**src/rtl/pcie_egress_drain_pkg.sv**
```systemverilog
`default_nettype none
// ============================================================================
// Module      : pcie_egress_drain_pkg
// Description : Shared constants for the PCIE egress drain: word geometry,
//               field positions and the round-robin port picker.
// Revision    : 1.0 - initial release
// ============================================================================
package pcie_egress_drain_pkg;

    localparam int TAMANO_DATOS = 12;
    localparam int CLASS_MSB    = 11;
    localparam int CLASS_LSB    = 10;
    localparam int DEST_MSB     = 9;
    localparam int DEST_LSB     = 8;
    localparam int NUM_PORTS    = 4;
    localparam int PORT_W       = 2;

    // Returns {found, index}: the first requesting port searching upward from
    // last+1 (mod NUM_PORTS). The loop runs from the farthest candidate to the
    // nearest so that the nearest hit is the one left in the result.
    function automatic logic [PORT_W:0] rr_pick(
        input logic [NUM_PORTS-1:0] req,
        input logic [PORT_W-1:0]    last
    );
        logic [PORT_W:0]   result;
        logic [PORT_W-1:0] idx;
        result = '0;
        for (int k = NUM_PORTS; k >= 1; k--) begin
            idx = last + PORT_W'(k);
            if (req[idx]) begin
                result = {1'b1, idx};
            end
        end
        return result;
    endfunction

endpackage
`default_nettype wire

```
**src/rtl/pcie_egress_drain_skid.sv**
```systemverilog
`default_nettype none
// ============================================================================
// Module      : skid_buf2
// Description : Two-entry FIFO holding {port tag, word} pairs between the
//               capture stage and the backpressured output.
//   clk, reset   : clock, synchronous active-high reset
//   i_push       : write i_push_data this cycle (caller guarantees not full)
//   i_pop        : remove head entry this cycle (caller guarantees not empty)
//   o_head       : head entry (zero after reset)
//   o_occupancy  : number of stored entries, 0..2
// Revision    : 1.0 - initial release
// ============================================================================
module skid_buf2 #(
    parameter int WIDTH = 14
) (
    input  logic             clk,
    input  logic             reset,
    input  logic             i_push,
    input  logic [WIDTH-1:0] i_push_data,
    input  logic             i_pop,
    output logic [WIDTH-1:0] o_head,
    output logic [1:0]       o_occupancy
);

    logic [WIDTH-1:0] r_mem [2];
    logic             r_rd_ptr;
    logic             r_wr_ptr;
    logic [1:0]       r_occ;

    always_ff @(posedge clk) begin
        if (reset) begin
            r_mem[0] <= '0;
            r_mem[1] <= '0;
            r_rd_ptr <= 1'b0;
            r_wr_ptr <= 1'b0;
            r_occ    <= 2'd0;
        end else begin
            if (i_push) begin
                r_mem[r_wr_ptr] <= i_push_data;
                r_wr_ptr        <= ~r_wr_ptr;
            end
            if (i_pop) begin
                r_rd_ptr <= ~r_rd_ptr;
            end
            // Push and pop together leave the occupancy unchanged; the
            // pointers still advance, so ordering is preserved.
            case ({i_push, i_pop})
                2'b10:   r_occ <= r_occ + 2'd1;
                2'b01:   r_occ <= r_occ - 2'd1;
                default: r_occ <= r_occ;
            endcase
        end
    end

    assign o_head      = r_mem[r_rd_ptr];
    assign o_occupancy = r_occ;

endmodule
`default_nettype wire

```
**src/rtl/pcie_egress_drain.sv**
```systemverilog
`default_nettype none
// ============================================================================
// Module      : pcie_egress_drain
// Description : Drains the four PCIE output FIFOs round-robin, captures each
//               popped word one cycle after its pop, and merges the words into
//               a single valid/ready stream through a 2-entry skid buffer.
//               Flags words whose dest field differs from their source port
//               and counts delivered words per port (saturating).
//   clk, reset        : clock, synchronous active-high reset
//   empty[3:0]        : FIFO empty flags, bit i = port i
//   data_in0..3       : FIFO read data, valid one cycle after pop[i]
//   pop[3:0]          : registered one-hot FIFO read enable
//   ready             : downstream accepts data_out this cycle
//   data_out, valid   : head word of the skid buffer and its valid flag
//   port_out          : source port of data_out
//   dest_err          : sticky dest-mismatch flag
//   cnt_idx, cnt_data : combinational read of a per-port delivered counter
// Revision    : 1.0 - initial release
// ============================================================================
module pcie_egress_drain #(
    parameter int TAMANO_DATOS = 12,
    parameter int CNT_WIDTH    = 8
) (
    input  logic                    clk,
    input  logic                    reset,
    input  logic [3:0]              empty,
    input  logic [TAMANO_DATOS-1:0] data_in0,
    input  logic [TAMANO_DATOS-1:0] data_in1,
    input  logic [TAMANO_DATOS-1:0] data_in2,
    input  logic [TAMANO_DATOS-1:0] data_in3,
    output logic [3:0]              pop,
    input  logic                    ready,
    output logic [TAMANO_DATOS-1:0] data_out,
    output logic                    valid,
    output logic [1:0]              port_out,
    output logic                    dest_err,
    input  logic [1:0]              cnt_idx,
    output logic [CNT_WIDTH-1:0]    cnt_data
);

    import pcie_egress_drain_pkg::*;

    localparam int                   c_entry_w = PORT_W + TAMANO_DATOS;
    localparam logic [CNT_WIDTH-1:0] c_cnt_max = '1;

    logic [NUM_PORTS-1:0]    r_pop;
    logic [PORT_W-1:0]       r_last_grant;
    logic                    r_cap;
    logic [PORT_W-1:0]       r_cap_tag;
    logic                    r_dest_err;
    logic [CNT_WIDTH-1:0]    r_cnt [NUM_PORTS];

    logic [1:0]              w_occ;
    logic [c_entry_w-1:0]    w_head;
    logic                    w_transfer;
    logic [PORT_W:0]         w_pick;
    logic [2:0]              w_pending;
    logic                    w_issue;
    logic [NUM_PORTS-1:0]    w_pop_next;
    logic [TAMANO_DATOS-1:0] w_cap_word;
    logic                    w_dest_bad;

    // Words already committed to the buffer: those stored, the one being
    // captured this cycle (r_cap) and the one whose pop is on the wire now
    // (r_pop). Counting the last two keeps the buffer from ever overflowing
    // regardless of downstream backpressure.
    assign w_pending = {1'b0, w_occ} + {2'b00, r_cap} + {2'b00, |r_pop};
    assign w_pick    = rr_pick(~empty, r_last_grant);
    assign w_issue   = w_pick[PORT_W] && (w_pending < 3'd2);

    always_comb begin
        w_pop_next = '0;
        if (w_issue) begin
            w_pop_next[w_pick[PORT_W-1:0]] = 1'b1;
        end
    end

    always_comb begin
        w_cap_word = data_in0;
        case (r_cap_tag)
            2'd0:    w_cap_word = data_in0;
            2'd1:    w_cap_word = data_in1;
            2'd2:    w_cap_word = data_in2;
            default: w_cap_word = data_in3;
        endcase
    end

    assign w_dest_bad = r_cap && (w_cap_word[DEST_MSB:DEST_LSB] != r_cap_tag);

    always_ff @(posedge clk) begin
        if (reset) begin
            r_pop        <= '0;
            r_last_grant <= PORT_W'(NUM_PORTS - 1);
            r_cap        <= 1'b0;
            r_cap_tag    <= '0;
            r_dest_err   <= 1'b0;
        end else begin
            r_pop <= w_pop_next;
            if (w_issue) begin
                r_last_grant <= w_pick[PORT_W-1:0];
            end
            // While r_pop is high, r_last_grant already names its port.
            r_cap     <= |r_pop;
            r_cap_tag <= r_last_grant;
            if (w_dest_bad) begin
                r_dest_err <= 1'b1;
            end
        end
    end

    skid_buf2 #(
        .WIDTH(c_entry_w)
    ) u_skid (
        .clk         (clk),
        .reset       (reset),
        .i_push      (r_cap),
        .i_push_data ({r_cap_tag, w_cap_word}),
        .i_pop       (w_transfer),
        .o_head      (w_head),
        .o_occupancy (w_occ)
    );

    assign valid      = (w_occ != 2'd0);
    assign data_out   = w_head[TAMANO_DATOS-1:0];
    assign port_out   = w_head[c_entry_w-1 -: PORT_W];
    assign w_transfer = valid && ready;

    always_ff @(posedge clk) begin
        if (reset) begin
            for (int i = 0; i < NUM_PORTS; i++) begin
                r_cnt[i] <= '0;
            end
        end else begin
            for (int i = 0; i < NUM_PORTS; i++) begin
                if (w_transfer && (port_out == PORT_W'(i)) && (r_cnt[i] != c_cnt_max)) begin
                    r_cnt[i] <= r_cnt[i] + CNT_WIDTH'(1);
                end
            end
        end
    end

    assign pop      = r_pop;
    assign dest_err = r_dest_err;
    assign cnt_data = r_cnt[cnt_idx];

endmodule
`default_nettype wire

```
**config.mk**
```make
export PLATFORM = sky130hd
export DESIGN_NAME = pcie_egress_drain
export DESIGN_NICKNAME = d
export VERILOG_FILES = /design/src/rtl/pcie_egress_drain_pkg.sv /design/src/rtl/pcie_egress_drain_skid.sv /design/src/rtl/pcie_egress_drain.sv
export SDC_FILE = /design/constraint.sdc
export NUM_CORES = 1
export LEC_CHECK = 0
export BUFFER_PORTS_ARGS = -buffer_cell sky130_fd_sc_hd__buf_2
export CELL_PAD_IN_SITES_DETAIL_PLACEMENT = 0
export CELL_PAD_IN_SITES_GLOBAL_PLACEMENT = 1
export CORE_MARGIN = 4
export CORE_UTILIZATION = 40
export CTS_CLUSTER_DIAMETER = 200
export DETAILED_ROUTE_END_ITERATION = 10
export PLACE_DENSITY_LB_ADDON = 0.1
export SLEW_MARGIN = 20
export SYNTH_ARGS = -nofsm -noshare
export SYNTH_HDL_FRONTEND = slang
export SYNTH_SLANG_ARGS = --single-unit
```
**constraint.sdc**
```tcl
create_clock -name clk -period 1.9 [get_ports clk]
set_clock_uncertainty 0.15 [all_clocks]
set_input_delay 0.38 -clock clk [delete_from_list [all_inputs] [get_ports clk]]
set_output_delay 0.38 -clock clk [all_outputs]
set_load 0.05 [all_outputs]
```
==> impl_metrics.py, run 1 <==
metrics = {
    "run_status": {
        "status": "finished with violations",
        "failed_checks": "negative setup slack",
    },
    "yosys": {
        "synth.avg_cell_area_um2": 12.4,
        "ys_seq_area_share_pct": 51.4,
        "synth_area_leader_cell": "edfxtp_1",
        "synth_top_area_share_pct": 44.1,
        "synth_async_sr_flop_share_pct": 0,
        "netlist_top_cells_area": "edfxtp_1 (44%), mux4_2 (11%), dfxtp_1 (7.3%)",
        "synth.distinct_cells": 50,
        "synth_area_um2": 4090,
        "syn_inst": 329,
        "yosysWarnings": 0,
        "yosys-top-cells-count": "edfxtp_1 (60), nor2_1 (33), and3_1 (26)",
        "ys_ff_latch": 75,
        "synth_fp_nets": 392,
        "synth_top_flop_cell": "edfxtp_1",
        "synth_most_common_cell": "edfxtp_1",
        "synth_edf_count": 60,
    },
    "cells_and_area": {
        "nets": 530,
        "drive_above_1_share_pct": 50.0,
        "num_antenna_cells": 0,
        "synthToLayoutAreaGrowth_pct": 38.8,
        "layout.cells.non_filler": 605,
        "fin_area_um2": 5680,
    },
    "pwr": {
        "switching_share_pct": 37.5,
        "p_clk_share_pct": 17.6,
        "finalPower_mw": 6.61,
        "powerDensity_nw_per_um2": 1160,
        "seq_power_share_pct": 35.2,
        "internal_power_mw": 4.13,
        "pwr-share-comb_pct": 47.2,
        "ir_drop_mv": 1.01,
        "switchingPower_mw": 2.48,
        "p_leak_nw": 2.32,
    },
    "min_path": {
        "worstHoldPathType": "in -> reg",
    },
    "worst_setup_path": {
        "r2r_slack_ns": -0.04,
        "critPathLaunchType": "flop",
        "cp_max_fo": 3,
        "arrival_ns": 1.56,
        "cp-end-kind": "output pin",
        "required_ns": 1.37,
        "crit_type": "reg -> out",
    },
    "die": {
        "core_um2": 9860,
        "die_x_um": 109,
        "dieArea_um2": 11900,
        "ios": 85,
        "die_height_um": 109,
        "rows": 36,
        "start_util_pct": 41.5,
    },
    "drt": {
        "drc": 0,
        "vias": 3045,
        "post_drt_wl_per_cell_um": 16.0,
        "ant_nets": 0,
        "drt_pass1_iterations": 4,
        "drt_iter0_drc": 98,
        "routed_wl_um": 9680,
        "vias_per_cell": 5.03,
    },
    "cts": {
        "ctsHoldBuffers": 0,
        "clkLatencyLatePin_ns": 0.33,
        "clockRootBuffer": "clkbuf_8",
        "cts_tree": "yes",
        "h-tree-depth": 3,
        "clock_sinks": 75,
        "cts.clk_slew.worst_paths_ns": 0.08,
        "cts_max_path_buffers": 2,
        "numCtsBuffers": 9,
    },
    "timing": {
        "rsz0062_at_grt": "yes",
        "period_minus_slack_ns": 2.09,
        "fmax_ghz": 0.477,
        "slew_headroom_pct": 73.2,
        "hold_viol_final": 0,
        "timing.hold.ws_ns": 0.263,
        "setup_slack_ns": -0.195,
        "post-route-period-util_pct": 110,
        "timing.final.max_slew_violations": 0,
        "worst_pin_slew_ns": 0.401,
        "setup_viol": 15,
    },
    "grt": {
        "grt_max_degree": 28,
        "grtUsageTotal_pct": 16.6,
        "grt_overflow": 0,
        "grt_pass1_vias": 3123,
        "grt_antenna_before_repair": 0,
        "grt_pass1_wl_um": 15100,
    },
    "placement": {
        "dp_cells": 558,
        "dpl.hpwl_um": 6690,
        "gp_congestion": 0.757,
        "port_buffers": 84,
        "placed_area_um2": 4910,
    },
    "flow_run": {
        "cap_violations": 0,
    },
}
sequential cells by signal (all words and copies together), names as in the netlist, named ones only:
name                count
r_cnt                  32
u_skid.r_mem           28
pop                     4
r_cap_tag               2
r_last_grant            2
u_skid.o_occupancy      2
dest_err                1
r_cap                   1
u_skid.r_rd_ptr         1
u_skid.r_wr_ptr         1
per-layer routing:
| metal | up-vias | GRT usage, % | share of wire, % |
|---|---|---|---|
| met5 | - | 0 | 0 |
| met4 | 0 | 5.41 | 0.63 |
| met3 | 5 | 2.37 | 3.6 |
| met2 | 48 | 28.2 | 52 |
| met1 | 1491 | 21.8 | 44 |
| li1 | 1501 | - | - |
cell families (layout without fill, tap and decap cells):
kind of cell | after synthesis | count (layout) | synth area share, %
simple gates | 130 | 130 | 17.3
xor+xnor | 28 | 28 | 6.00
buf+inv | 31 | 174 | 3.67
mux | 35 | 35 | 15.5
fa+ha+maj | 6 | 6 | 1.84
compound gates | 24 | 24 | 4.34
flops | 75 | 75 | 51.4
cell usage in the layout, fill, tap and decap left out, types with 3 or more instances in the layout:
cell,netlist,routed
nand2b_1,3,3
xnor2_1,15,15
buf_6,3,13
o211ai_1,3,3
edfxtp_1,60,60
dfxtp_4,0,3
buf_2,3,62
nand2_1,12,12
nand3_1,10,8
nor4_2,0,3
nor2_2,15,15
buf_12,0,5
mux2_4,0,12
mux4_2,20,20
nand4_1,6,6
buf_4,2,51
nor2_1,33,33
and3_1,26,26
clkbuf_8,0,9
nor2b_1,4,4
a21oi_1,3,3
ha_1,6,5
dfxtp_1,15,10
inv_1,11,11
xor2_1,13,13
buf_8,0,14
or3_4,0,3
path summary, 6_finish.rpt:
path                         from              end  cells past startpoint
setup / recovery      r_cnt[0][1]      cnt_data[1]                      3
hold / removal              reset  u_skid.r_wr_ptr                      2
setup reg to reg           pop[2]  r_last_grant[0]                      6
hold reg to reg   u_skid.r_rd_ptr  u_skid.r_rd_ptr                      2
worst max-delay path, cell delays in order (launching register included):
cell and delay, ns:
edfxtp_1 0.43, buf_6 0.15, mux4_2 0.47, buf_8 0.17
layout make-up:
type                       count  area (um^2)
clock buffer                  10          128
sequential                    75         2120
multi-input combinational    223         2010
clock inverter                 6         56.3
timing repair buffer         145         1150
fill                         827         4190
inverter                      13         48.8
tap                          133          166
power groups by stage:
stage	sequential [mW]	clock, mW	combinational [mW]
floorplan	2.42	0	1.72
global placement	2.35	0	2.49
detailed placement	2.36	0	2.49
CTS	2.32	1.20	2.99
global route	2.36	1.27	3.33
finish	2.33	1.16	3.12
metrics by stage:
step                utilization, %  setup slack (ns)  TNS (ns)
global route                  57.6            -0.242     -3.13
detailed placement            49.7            -0.153    -0.502
CTS                           56.2            -0.191     -1.45
floorplan                        -            -0.159    -0.367
global placement              49.7            -0.142    -0.280
finish                        57.6            -0.195    -0.939
repair_timing:
item | CTS | global route
setup buffers | 24 | 7
gates cloned | 0 | 0
resized for setup | 78 | 16
endpoints found under the setup margin | 40 | 57
pin swaps | 5 | 2
Note: power is estimated with default switching activity, not from simulation.
==> inputs of run 2 (changes only) <==
--- a/config.mk
+++ b/config.mk
@@ -17,3 +17,4 @@
 export SYNTH_ARGS = -nofsm -noshare
 export SYNTH_HDL_FRONTEND = slang
 export SYNTH_SLANG_ARGS = --single-unit
+export TNS_END_PERCENT = 1
==> impl_metrics.py, run 2 (synthesis gave the netlist of run 1 again) <==
metrics = {
    "die": {
        "rows": 36,
        "dieArea_um2": 11900,
        "die_x_um": 109,
        "core_um2": 9860,
        "die_height_um": 109,
        "ios": 85,
        "start_util_pct": 41.5,
    },
    "cells_and_area": {
        "post-route-util_pct": 54.5,
        "synthToLayoutAreaGrowth_pct": 31.5,
        "num_antenna_cells": 0,
        "regMostFlops": "r_cnt",
        "fin_area_um2": 5380,
        "largest_reg_flops": 32,
        "final_common_cell": "buf_2",
        "n_fill_cell": 891,
        "nets": 511,
        "drive_above_1_share_pct": 47.7,
        "mostFrequentLayoutCells": "buf_2 (63), edfxtp_1 (60), buf_4 (36)",
    },
    "worst_setup_path": {
        "startpoint": "pop[3]",
        "required_ns": 1.98,
        "r2r_slack_ns": -0.19,
        "crit_buf_inv": 0,
        "cp_num_cells": 6,
        "critPathTopFamily": "simple AND/OR/NAND/NOR gates",
        "crit_chain": "or4_4 > ha_4 > a211oi_4 > o21ai_4 > nor4_2 > a21oi_1",
        "arrival_ns": 2.18,
        "reg2reg_from": "pop[3]",
        "cp_slowest_cell": "or4_4",
        "cp-end-kind": "flop",
        "cp_max_fo": 8,
        "crit_type": "reg -> reg",
        "critPathLaunchType": "flop",
        "rr_worst_depth": 6,
        "crit_path_max_incr_delay_ns": 0.55,
    },
    "drt": {
        "routed_wl_um": 9340,
        "drc": 0,
        "ant_nets": 0,
        "drt_pass1_iterations": 4,
        "vias_per_cell": 5.13,
        "post_drt_wl_per_cell_um": 15.9,
        "drt_iter0_drc": 111,
        "vias": 3004,
    },
    "grt": {
        "grtUsageTotal_pct": 16.1,
        "grt_max_degree": 28,
        "grt_pass1_wl_um": 14600,
        "grt_pass1_vias": 2851,
        "grt_antenna_before_repair": 0,
        "grt_overflow": 0,
    },
    "run_status": {
        "status": "finished with violations",
        "failed_checks": "negative setup slack",
    },
    "timing": {
        "timing.final.max_slew_violations": 0,
        "post-route-period-util_pct": 110,
        "worst_pin_slew_ns": 0.393,
        "period_minus_slack_ns": 2.09,
        "rsz0062_at_grt": "yes",
        "setup_slack_ns": -0.195,
        "slew_headroom_pct": 73.8,
        "timing.hold.ws_ns": 0.255,
        "hold_viol_final": 0,
        "fmax_ghz": 0.477,
        "setup_viol": 23,
    },
    "min_path": {
        "worstHoldPathType": "in -> reg",
        "hold_start": "reset",
        "min_path_cells": 2,
    },
    "cts": {
        "clkLatencyLatePin_ns": 0.34,
        "cts_tree": "yes",
        "ctsHoldBuffers": 0,
        "cts_max_path_buffers": 2,
        "cts.clk_slew.worst_paths_ns": 0.08,
        "numCtsBuffers": 9,
        "clock_sinks": 75,
        "clockRootBuffer": "clkbuf_8",
        "h-tree-depth": 3,
    },
    "pwr": {
        "internal_power_mw": 3.93,
        "switching_share_pct": 38.4,
        "switchingPower_mw": 2.45,
        "p_leak_nw": 2.16,
        "ir_drop_mv": 0.798,
        "pwr-share-comb_pct": 44.2,
        "powerDensity_nw_per_um2": 1190,
        "seq_power_share_pct": 36.2,
        "p_clk_share_pct": 19.5,
    },
    "placement": {
        "port_buffers": 84,
        "placed_area_um2": 4920,
        "gp_congestion": 0.750,
        "dpl.hpwl_um": 6760,
    },
    "flow_run": {
        "cap_violations": 0,
    },
}
==> run 2: cell count changes in the layout (fill, tap and decap cells not counted), sizes merged <==
cell    before  now
buf        145  126
clkinv       5    1
inv         13   16
clkbuf      10   12
bufinv       1    0
==> run 2: metrics by stage <==
stage               setup TNS (ns)  worst slack, ns  total power [mW]  cells
floorplan                   -0.570           -0.159              4.14    329
detailed placement          -0.674           -0.195              4.86    562
CTS                          -3.05           -0.199              6.38    586
global route                 -4.57           -0.304              6.71    586
finish                       -2.71           -0.195              6.38    586
global placement            -0.286           -0.150              4.83    562
==> run 2: repair_timing <==
action,4_1_cts,5_1_grt
gates resized for setup,49,8
endpoints found under the setup margin,28,53
buffers inserted,8,0
cloned,0,0
==> run 2: layer usage <==
layer / wire [um] / GRT usage, % / share of wire (%) / vias to the layer above
met2: 4520 / 25.0 / 48 / 56
met4: 85 / 3.79 / 0.91 / 0
li1: - / - / - / 1466
met5: 0 / 0 / 0 / -
met1: 4320 / 22.4 / 46 / 1476
met3: 416 / 4.44 / 4.5 / 6
==> run 2: worst reg2reg max path, delay by kind of cell, from the launching register on <==
family	cells	cell delay, ns
DFF	1	0.35
adders and majority gates	1	0.26
and+or+nand+nor	2	0.78
AOI/OAI and AO/OA	3	0.44
==> run 2: area by class of cell <==
| cell class | instances | area, um^2 | share of cell area (%) |
|---|---|---|---|
| Clock buffer | 12 | 176 | 3.28 |
| Inverter | 13 | 51.3 | 0.953 |
| Multi-Input combinational cell | 223 | 1920 | 35.6 |
| Clock inverter | 4 | 27.5 | 0.512 |
| Timing Repair Buffer | 126 | 928 | 17.3 |
| Sequential cell | 75 | 2110 | 39.3 |
| Tap cell | 133 | 166 | 3.09 |
==> run 2: final timing paths <==
check | endpoint
setup / recovery | r_last_grant[0]
setup reg to reg | r_last_grant[0]
hold reg to reg | u_skid.r_rd_ptr
hold / removal | u_skid.r_rd_ptr
==> run 2: power by group through the flow <==
| stage | combinational, mW | sequential (mW) | clock, mW |
|---|---|---|---|
| after floorplan | 1.72 | 2.42 | 0 |
| after global placement | 2.50 | 2.34 | 0 |
| after detailed placement | 2.51 | 2.35 | 0 |
| after CTS | 2.79 | 2.31 | 1.28 |
| after global routing | 3.02 | 2.35 | 1.34 |
| final | 2.82 | 2.31 | 1.24 |
==> inputs of run 3 (changes only) <==
--- a/config.mk
+++ b/config.mk
@@ -5,11 +5,12 @@
 export SDC_FILE = /design/constraint.sdc
 export NUM_CORES = 1
 export LEC_CHECK = 0
-export BUFFER_PORTS_ARGS = -buffer_cell sky130_fd_sc_hd__buf_2
+export BUFFER_PORTS_ARGS = -buffer_cell sky130_fd_sc_hd__clkbuf_2
 export CELL_PAD_IN_SITES_DETAIL_PLACEMENT = 0
 export CELL_PAD_IN_SITES_GLOBAL_PLACEMENT = 1
 export CORE_MARGIN = 4
 export CORE_UTILIZATION = 40
+export CTS_BUF_LIST = sky130_fd_sc_hd__clkbuf_16
 export CTS_CLUSTER_DIAMETER = 200
 export DETAILED_ROUTE_END_ITERATION = 10
 export PLACE_DENSITY_LB_ADDON = 0.1
==> impl_metrics.py, run 3 (synthesis gave the netlist of run 1 again) <==
metrics = {
    "cells_and_area": {
        "mostFrequentLayoutCells": "clkbuf_2 (62), edfxtp_1 (60), nor2_1 (33)",
        "post-route-util_pct": 56.0,
        "synthToLayoutAreaGrowth_pct": 35.1,
        "nets": 504,
        "largest_reg_flops": 32,
        "n_fill_cell": 856,
        "num_antenna_cells": 0,
        "regMostFlops": "r_cnt",
        "final_common_cell": "clkbuf_2",
        "drive_above_1_share_pct": 46.0,
    },
    "die": {
        "rows": 36,
        "dieArea_um2": 11900,
        "start_util_pct": 41.5,
        "ios": 85,
        "die_height_um": 109,
        "die_x_um": 109,
        "core_um2": 9860,
    },
    "pwr": {
        "ir_drop_mv": 0.794,
        "powerDensity_nw_per_um2": 1250,
        "finalPower_mw": 6.93,
        "p_leak_nw": 2.23,
    },
    "cts": {
        "h-tree-depth": 3,
        "cts.clk_slew.worst_paths_ns": 0.06,
        "cts_max_path_buffers": 2,
        "cts_tree": "yes",
        "clockRootBuffer": "clkbuf_16",
        "ctsHoldBuffers": 0,
        "numCtsBuffers": 9,
        "postCtsSetupBuffers": 0,
        "clkLatencyLatePin_ns": 0.32,
        "clock_sinks": 75,
    },
    "run_status": {
        "status": "finished with violations",
        "failed_checks": "negative setup slack",
    },
    "worst_setup_path": {
        "rr_worst_depth": 6,
        "crit_type": "reg -> out",
        "cp_max_fo": 3,
        "required_ns": 1.37,
        "arrival_ns": 1.57,
        "critPathLaunchType": "flop",
        "cp-end-kind": "output pin",
    },
    "drt": {
        "drt_pass1_iterations": 4,
        "vias_per_cell": 5.06,
        "ant_nets": 0,
        "drt_iter0_drc": 102,
        "routed_wl_um": 9030,
        "post_drt_wl_per_cell_um": 15.6,
        "drc": 0,
        "vias": 2928,
    },
    "timing": {
        "period_minus_slack_ns": 2.10,
        "setup_viol": 14,
        "fmax_ghz": 0.477,
        "rsz0062_at_grt": "yes",
        "timing.hold.ws_ns": 0.325,
        "timing.final.max_slew_violations": 0,
        "finalSetupTns_ns": -1.52,
        "post-route-period-util_pct": 110,
        "hold_viol_final": 0,
        "worst_pin_slew_ns": 0.388,
        "setup_slack_ns": -0.197,
        "slew_headroom_pct": 74.1,
    },
    "grt": {
        "grt_antenna_before_repair": 0,
        "grtUsageTotal_pct": 15.3,
        "grt_overflow": 0,
        "grt_max_degree": 28,
        "grt_pass1_wl_um": 14000,
        "grt_pass1_vias": 2768,
    },
    "placement": {
        "gp_congestion": 0.734,
        "dpl.hpwl_um": 6660,
        "post-place-ws_ns": -0.158,
        "port_buffers": 84,
    },
    "flow_run": {
        "cap_violations": 0,
    },
    "min_path": {
        "min_path_cells": 3,
        "worstHoldPathType": "in -> reg",
    },
}
==> run 3: what timing repair did <==
| item | in CTS | in global routing |
|---|---|---|
| gates cloned | 0 | 0 |
| pin swaps | 0 | 0 |
| setup endpoints to repair | 31 | 49 |
| resized for setup | 47 | 38 |
==> run 3: worst paths after layout <==
path                   start               to  slack, ns
max              r_cnt[1][0]      cnt_data[0]      -0.20
min              data_in2[9]         dest_err       0.32
max reg2reg           pop[3]  r_last_grant[0]      -0.18
min reg2reg  u_skid.r_rd_ptr  u_skid.r_rd_ptr       0.36
==> run 3: layout make-up <==
class / instances / area (um^2) / area share [%]
flip-flops and latches: 75 / 2120 / 38.3
multi-input cells: 223 / 1930 / 34.9
repair buffers: 119 / 971 / 17.6
clock buffers: 9 / 225 / 4.08
well taps: 133 / 166 / 3.01
clock inverters: 7 / 70.1 / 1.27
inverters: 13 / 51.3 / 0.928
==> run 3: critical path: stages (launching register included) <==
cell and delay (ns):
edfxtp_1 0.45, buf_6 0.16, mux4_2 0.47, buf_8 0.17
==> run 3: routing by layer <==
metal / share of wire, % / routed length [um] / global-route usage (%) / vias to the layer above
met5: 0 / 0 / 0 / -
met4: 1.2 / 108 / 4.78 / 0
met3: 4.3 / 387 / 3.97 / 8
met2: 48 / 4310 / 23.9 / 61
met1: 47 / 4220 / 21.0 / 1405
li1: - / - / - / 1454
==> run 3: per-stage QoR <==
step           std cells  instance area [um^2]
3_5_place_dp         563                  4940
2_1_floorplan        329                  4130
4_1_cts              579                  5430
5_1_grt              579                  5530
3_3_place_gp         563                  4940
6_report             579                  5530
==> run 3: where the power goes <==
group          internal, mW  switching [mW]  total, mW  leakage, nW
registers              2.11           0.229       2.34        0.750
logic                  1.32            1.60       2.92         1.33
clock network          1.01           0.654       1.67        0.151
total                  4.45            2.48       6.93         2.23
